## src/rtl/demux_dispatch_ctrl.sv

```systemverilog
// Credit-based round-robin dispatcher driving a 1:4 demux datapath.
// Steers each accepted beat to the next lane (round-robin from rr_ptr) that holds a
// credit, tracks per-lane downstream credits and stalls the source when none remain.
// Optional feature: define DEMUX_LANE_MASK_EN to add the lane_en[3:0] lane mask input.
module demux_dispatch_ctrl #(
  parameter int unsigned DATA_W  = 8,
  parameter int unsigned CREDITS = 4
) (
  input  logic              clk,
  input  logic              rst,
  input  logic              in_valid,
  output logic              in_ready,
  input  logic [DATA_W-1:0] in_data,
  output logic [3:0]        out_valid,
  output logic [DATA_W-1:0] out_data,
  output logic [1:0]        sel,
`ifdef DEMUX_LANE_MASK_EN
  input  logic [3:0]        lane_en,
`endif
  input  logic [3:0]        credit_ret,
  output logic              stall,
  output logic              err
);

  localparam logic [3:0] CredInit = 4'(CREDITS);
  localparam logic [4:0] CredMax  = 5'(CREDITS);

  typedef enum logic [1:0] {StIdle, StRun, StStall} state_e;

  state_e            state_q, state_d;
  logic [3:0]        credit_q [4];
  logic [3:0]        credit_d [4];
  logic [1:0]        rr_ptr_q, rr_ptr_d;
  logic [3:0]        out_valid_q, out_valid_d;
  logic [DATA_W-1:0] out_data_q, out_data_d;
  logic [1:0]        sel_q, sel_d;
  logic              err_q, err_d;

  logic [3:0] lane_avail;
  logic [3:0] lane_mask;
  logic [1:0] lane;
  logic       accept;
  logic [3:0] dec;
  logic       credits_zero_next;

`ifdef DEMUX_LANE_MASK_EN
  assign lane_mask = lane_en;
`else
  assign lane_mask = 4'b1111;
`endif

  // Lanes eligible for selection: nonzero credit and not masked off.
  always_comb begin
    lane_avail = '0;
    for (int i = 0; i < 4; i++) begin
      lane_avail[i] = (credit_q[i] != 4'd0) && lane_mask[i];
    end
  end

  assign in_ready = (|lane_avail) && !rst;
  assign accept   = in_valid && in_ready;

  // Round-robin scan starting at rr_ptr; first eligible lane wins.
  always_comb begin
    logic       found;
    logic [1:0] idx;
    lane  = rr_ptr_q;
    found = 1'b0;
    idx   = rr_ptr_q;
    for (int k = 0; k < 4; k++) begin
      idx = rr_ptr_q + 2'(k);
      if (!found && lane_avail[idx]) begin
        lane  = idx;
        found = 1'b1;
      end
    end
  end

  // Credit bookkeeping: add returns, subtract dispatch, saturate at CREDITS and flag overflow.
  always_comb begin
    logic [4:0] sum;
    dec   = '0;
    err_d = err_q;
    sum   = '0;
    if (accept) dec[lane] = 1'b1;
    for (int i = 0; i < 4; i++) begin
      sum = {1'b0, credit_q[i]} + {4'd0, credit_ret[i]} - {4'd0, dec[i]};
      if (sum > CredMax) begin
        credit_d[i] = CredInit;
        err_d       = 1'b1;
      end else begin
        credit_d[i] = sum[3:0];
      end
    end
  end

  assign credits_zero_next = (credit_d[0] == 4'd0) && (credit_d[1] == 4'd0) &&
                             (credit_d[2] == 4'd0) && (credit_d[3] == 4'd0);

  // Datapath next-state: strobe, beat, select and pointer update on accept.
  always_comb begin
    out_valid_d = '0;
    out_data_d  = out_data_q;
    sel_d       = sel_q;
    rr_ptr_d    = rr_ptr_q;
    if (accept) begin
      out_valid_d[lane] = 1'b1;
      out_data_d        = in_data;
      sel_d             = lane;
      rr_ptr_d          = lane + 2'd1;
    end
  end

  // FSM next-state: STALL has priority whenever no credit will remain.
  always_comb begin
    state_d = state_q;
    if (credits_zero_next) begin
      state_d = StStall;
    end else if (accept) begin
      state_d = StRun;
    end else begin
      state_d = StIdle;
    end
  end

  // FSM outputs.
  always_comb begin
    stall = (state_q == StStall);
  end

  assign out_valid = out_valid_q;
  assign out_data  = out_data_q;
  assign sel       = sel_q;
  assign err       = err_q;

  // State register with synchronous reset.
  always_ff @(posedge clk) begin
    if (rst) begin
      state_q     <= StIdle;
      rr_ptr_q    <= '0;
      out_valid_q <= '0;
      out_data_q  <= '0;
      sel_q       <= '0;
      err_q       <= 1'b0;
      for (int i = 0; i < 4; i++) credit_q[i] <= CredInit;
    end else begin
      state_q     <= state_d;
      rr_ptr_q    <= rr_ptr_d;
      out_valid_q <= out_valid_d;
      out_data_q  <= out_data_d;
      sel_q       <= sel_d;
      err_q       <= err_d;
      for (int i = 0; i < 4; i++) credit_q[i] <= credit_d[i];
    end
  end

endmodule

```

## config.mk

```make
export PLATFORM = sky130hd
export DESIGN_NAME = demux_dispatch_ctrl
export DESIGN_NICKNAME = d
export VERILOG_FILES = /design/src/rtl/demux_dispatch_ctrl.sv
export SDC_FILE = /design/constraint.sdc
export NUM_CORES = 1
export LEC_CHECK = 0
export CAP_MARGIN = 10
export CELL_PAD_IN_SITES_DETAIL_PLACEMENT = 1
export CELL_PAD_IN_SITES_GLOBAL_PLACEMENT = 1
export CORE_AREA = 5 5 82 84
export DETAILED_ROUTE_END_ITERATION = 10
export DIE_AREA = 0 0 87 89
export PLACE_DENSITY = 0.72
export SLEW_MARGIN = 20
export SYNTH_ARGS = -nofsm -noshare
export SYNTH_HDL_FRONTEND = slang
export SYNTH_SLANG_ARGS = --single-unit
```

## constraint.sdc

```tcl
create_clock -name clk -period 4.1 [get_ports clk]
set_input_delay 0.82 -clock clk [delete_from_list [all_inputs] [get_ports clk]]
set_output_delay 0.82 -clock clk [all_outputs]
set_load 0.005 [all_outputs]
```

==> impl_metrics.json <==
{
  "synth_cell_types": 44,
  "rsz0062_at_grt": "true",
  "fin_util_pct": 55.0,
  "worst-path-max-fanout": 5,
  "switchingPower_w": 0.000301,
  "critical_path_class": "flop to flop",
  "ys.flop_type": "dfxtp_1",
  "grt_pass1_wl_um": 8460,
  "finalSetupViolCount": 5,
  "hp-class": "flop to flop",
  "netlist_top_cells_count": "dfxtp_1 (35), ha_1 (28), inv_1 (27), o21ai_0 (14), nand2_1 (13)",
  "reg2reg_from": "credit_q[2][2]",
  "sequentialPowerShare_pct": 39.4,
  "cp.required_ps": 4260,
  "wl_per_cell_um": 16.8,
  "dpl_cell_area_mm2": 0.00262,
  "syn2layout_area_growth_pct": 54.0,
  "power_frac_comb_pct": 35.1,
  "cellInternalPower_w": 0.000662,
  "final_cells": 374,
  "gp_congestion": 0.784,
  "clock_path_buffers": 2,
  "drc": 0,
  "wl_um": 6290,
  "r2r-end": "credit_q[1][2]",
  "yosys.area.top_type_share_pct": 33.6,
  "worst_ep_arrival_time_ps": 4320,
  "ctsHoldBuffers": 0,
  "yosys.area.top_type": "dfxtp_1",
  "ys_ff_latch": 35,
  "setup_ws_ps": -58.9,
  "synth_edf_count": 0,
  "cp-endpoint": "credit_q[1][2]",
  "outcome": "finished with violations",
  "grt_overflow_total": 0,
  "ir_drop_uv": 121,
  "async_flop_share_pct": 0,
  "hold_viol": 0,
  "grt_usage_pct": 14.2,
  "clk_latency_ps": 290,
  "fin_nets": 345,
  "maxSlewHeadroom_pct": 51.7,
  "synth_most_common_cell": "dfxtp_1",
  "syn_inst": 228,
  "critPathLaunch": "credit_q[2][2]",
  "drtPass1Iterations": 4,
  "p_clk_share_pct": 25.5,
  "rows": 28,
  "ys_seq_area_share_pct": 33.6,
  "start_kind": "flop",
  "cts_tree": "built",
  "drv_slew": 0,
  "syn_area_per_cell_um2": 9.16,
  "r2r_cells": 20,
  "die_area_mm2": 0.00774,
  "core_area_mm2": 0.00585,
  "final_antenna_net_count": 0,
  "syn_area_mm2": 0.00209,
  "via_per_inst": 5.06,
  "end_kind": "flop",
  "io_buffers": 31,
  "antennaDiodeCount": 0,
  "grt_start_max_net_pins": 26,
  "rrSetupSlack_ps": -60,
  "grt_pass1_vias": 1826,
  "maxCapViolations": 0,
  "violations": "setup timing",
  "design_area_mm2": 0.00322,
  "fillerInstances": 631,
  "die_h_um": 89,
  "post-route-min-period_ps": 4160,
  "vias": 1891,
  "leakage_nw": 1.30,
  "max_slew.worst_pin.slew_ps": 724,
  "clk_pin_slew_worst_paths_ps": 80,
  "die_x_um": 87,
  "cts_root_buf": "clkbuf_8",
  "fin_crit_sh_pct": 101,
  "first_iter_violations": 62,
  "total_power_w": 0.000963,
  "ios": 32,
  "cts-buffers-inserted": 5,
  "antenna_found_initial": 0,
  "htreeDepth": 2,
  "start_util_pct": 35.7,
  "switching_share_pct": 31.2,
  "dpl.cell_count": 350,
  "fin_skew_ps": 6.59,
  "hpwlAfterDp_um": 3890,
  "fmax_ghz": 0.240,
  "seqCellArea_um2": 707,
  "multi_input_area_mm2": 0.00164,
  "drive_above_1_share_pct": 34.4,
  "cts.sinks": 35,
  "yosysWarnings": 0,
  "synth_area_leaders": "dfxtp_1 (34%), ha_1 (17%), inv_1 (4.9%), fa_1 (3.8%), o21ai_0 (3.4%)",
  "p_per_area_mw_per_mm2": 299
}
-- worst max-delay path, stage by stage, from the launching register on --
cell	delay [ps]
dfxtp_2	330
inv_2	80
ha_4	130
nor3b_2	190
buf_4	170
nand2_1	70
o2bb2ai_2	130
a222oi_1	280
buf_4	200
buf_6	110
ha_4	120
and3_4	200
ha_4	200
inv_2	60
ha_4	130
fa_2	440
or2_4	270
a221oi_2	230
nand4_1	150
buf_4	190
or3_1	380
-- per-layer routing --
metal | vias to the layer above | wire length [µm] | track usage, %
li1 | 930 | - | -
met1 | 930 | 2640 | 17.4
met2 | 24 | 3400 | 24.5
met3 | 7 | 167 | 3.50
met4 | 0 | 87 | 4.67
met5 | - | 0 | 0
-- registers in the layout (all words and copies together), names as in the netlist --
name,cells
sel,2
rr_ptr_q,2
credit_q,16
err,1
state_q,2
out_data,8
out_valid,4
-- kinds of logic after synthesis --
kind of cell	synth area share [%]
other	0.180
xor gates and xnor gates	3.77
and+or+nand+nor	22.2
buffers and inverters	5.75
muxes	0.479
AOI/OAI and AO/OA	13.4
DFF	33.6
adders and majority gates	20.6
-- power by group through the flow --
stage	Clock [W]	Sequential, W	Combinational (W)
2_1_floorplan	0	0.000381	0.000121
3_3_place_gp	0	0.000382	0.000216
3_5_place_dp	0	0.000383	0.000223
4_1_cts	0.000253	0.000377	0.000246
5_1_grt	0.000271	0.000382	0.000371
6_report	0.000245	0.000379	0.000338
-- placed cells by master, fill, tap and decap left out, drive strengths merged, types with 2 or more instances in the layout --
cell and n:
xor2 5, buf 34, o21ai 14, nor3 2, o21bai 3, nor4 3
clkdlybuf4s50 31, and2 3, nand4 2, a21o 4, nor3b 11, a31oi 3
inv 27, ha 28, or4 2, fa 4, and3 9, nand2 13
a21oi 7, or2 3, nand3 3, and3b 3, conb 4, dfxtp 35
nand2b 10, or3 3, clkbuf 7, nor2b 2, xnor2 4, o22ai 2
nor2 4
-- how the worst min path moves through the flow --
stage          slack, ps   startpoint  cells after the start          end
5_1_grt              510  out_data[7]                      2  out_data[7]
4_1_cts              490  out_data[5]                      2  out_data[5]
6_report             480  out_data[5]                      2  out_data[5]
3_5_place_dp         470  out_data[6]                      2  out_data[6]
2_1_floorplan        460  out_data[4]                      2  out_data[4]
3_3_place_gp         460  out_data[4]                      2  out_data[4]
-- timing repair --
item	4_1_cts	5_1_grt
gates resized for setup	17	67
endpoints found under the setup margin	9	15
pin swaps	12	42
buffers inserted	4	12
-- through the flow --
| stage | hold WS, ps | TNS, ps | worst slack [ps] |
|---|---|---|---|
| 6_report | 480 | -206 | -58.9 |
| 5_1_grt | 508 | -2900 | -341 |
| 2_1_floorplan | 465 | 0 | 124 |
| 3_5_place_dp | 469 | -729 | -132 |
| 3_3_place_gp | 459 | -54.9 | -45.1 |
| 4_1_cts | 485 | 0 | 9.49 |
-- layout make-up --
| class | count | area share [%] |
|---|---|---|
| clock buffers | 7 | 2.37 |
| well taps | 75 | 2.92 |
| inverters | 27 | 3.23 |
| flip-flops and latches | 35 | 22.0 |
| clock inverters | 1 | 0.156 |
| multi-input cells | 164 | 50.9 |
| repair buffers | 65 | 18.4 |
(Power assumes the default switching activity.)
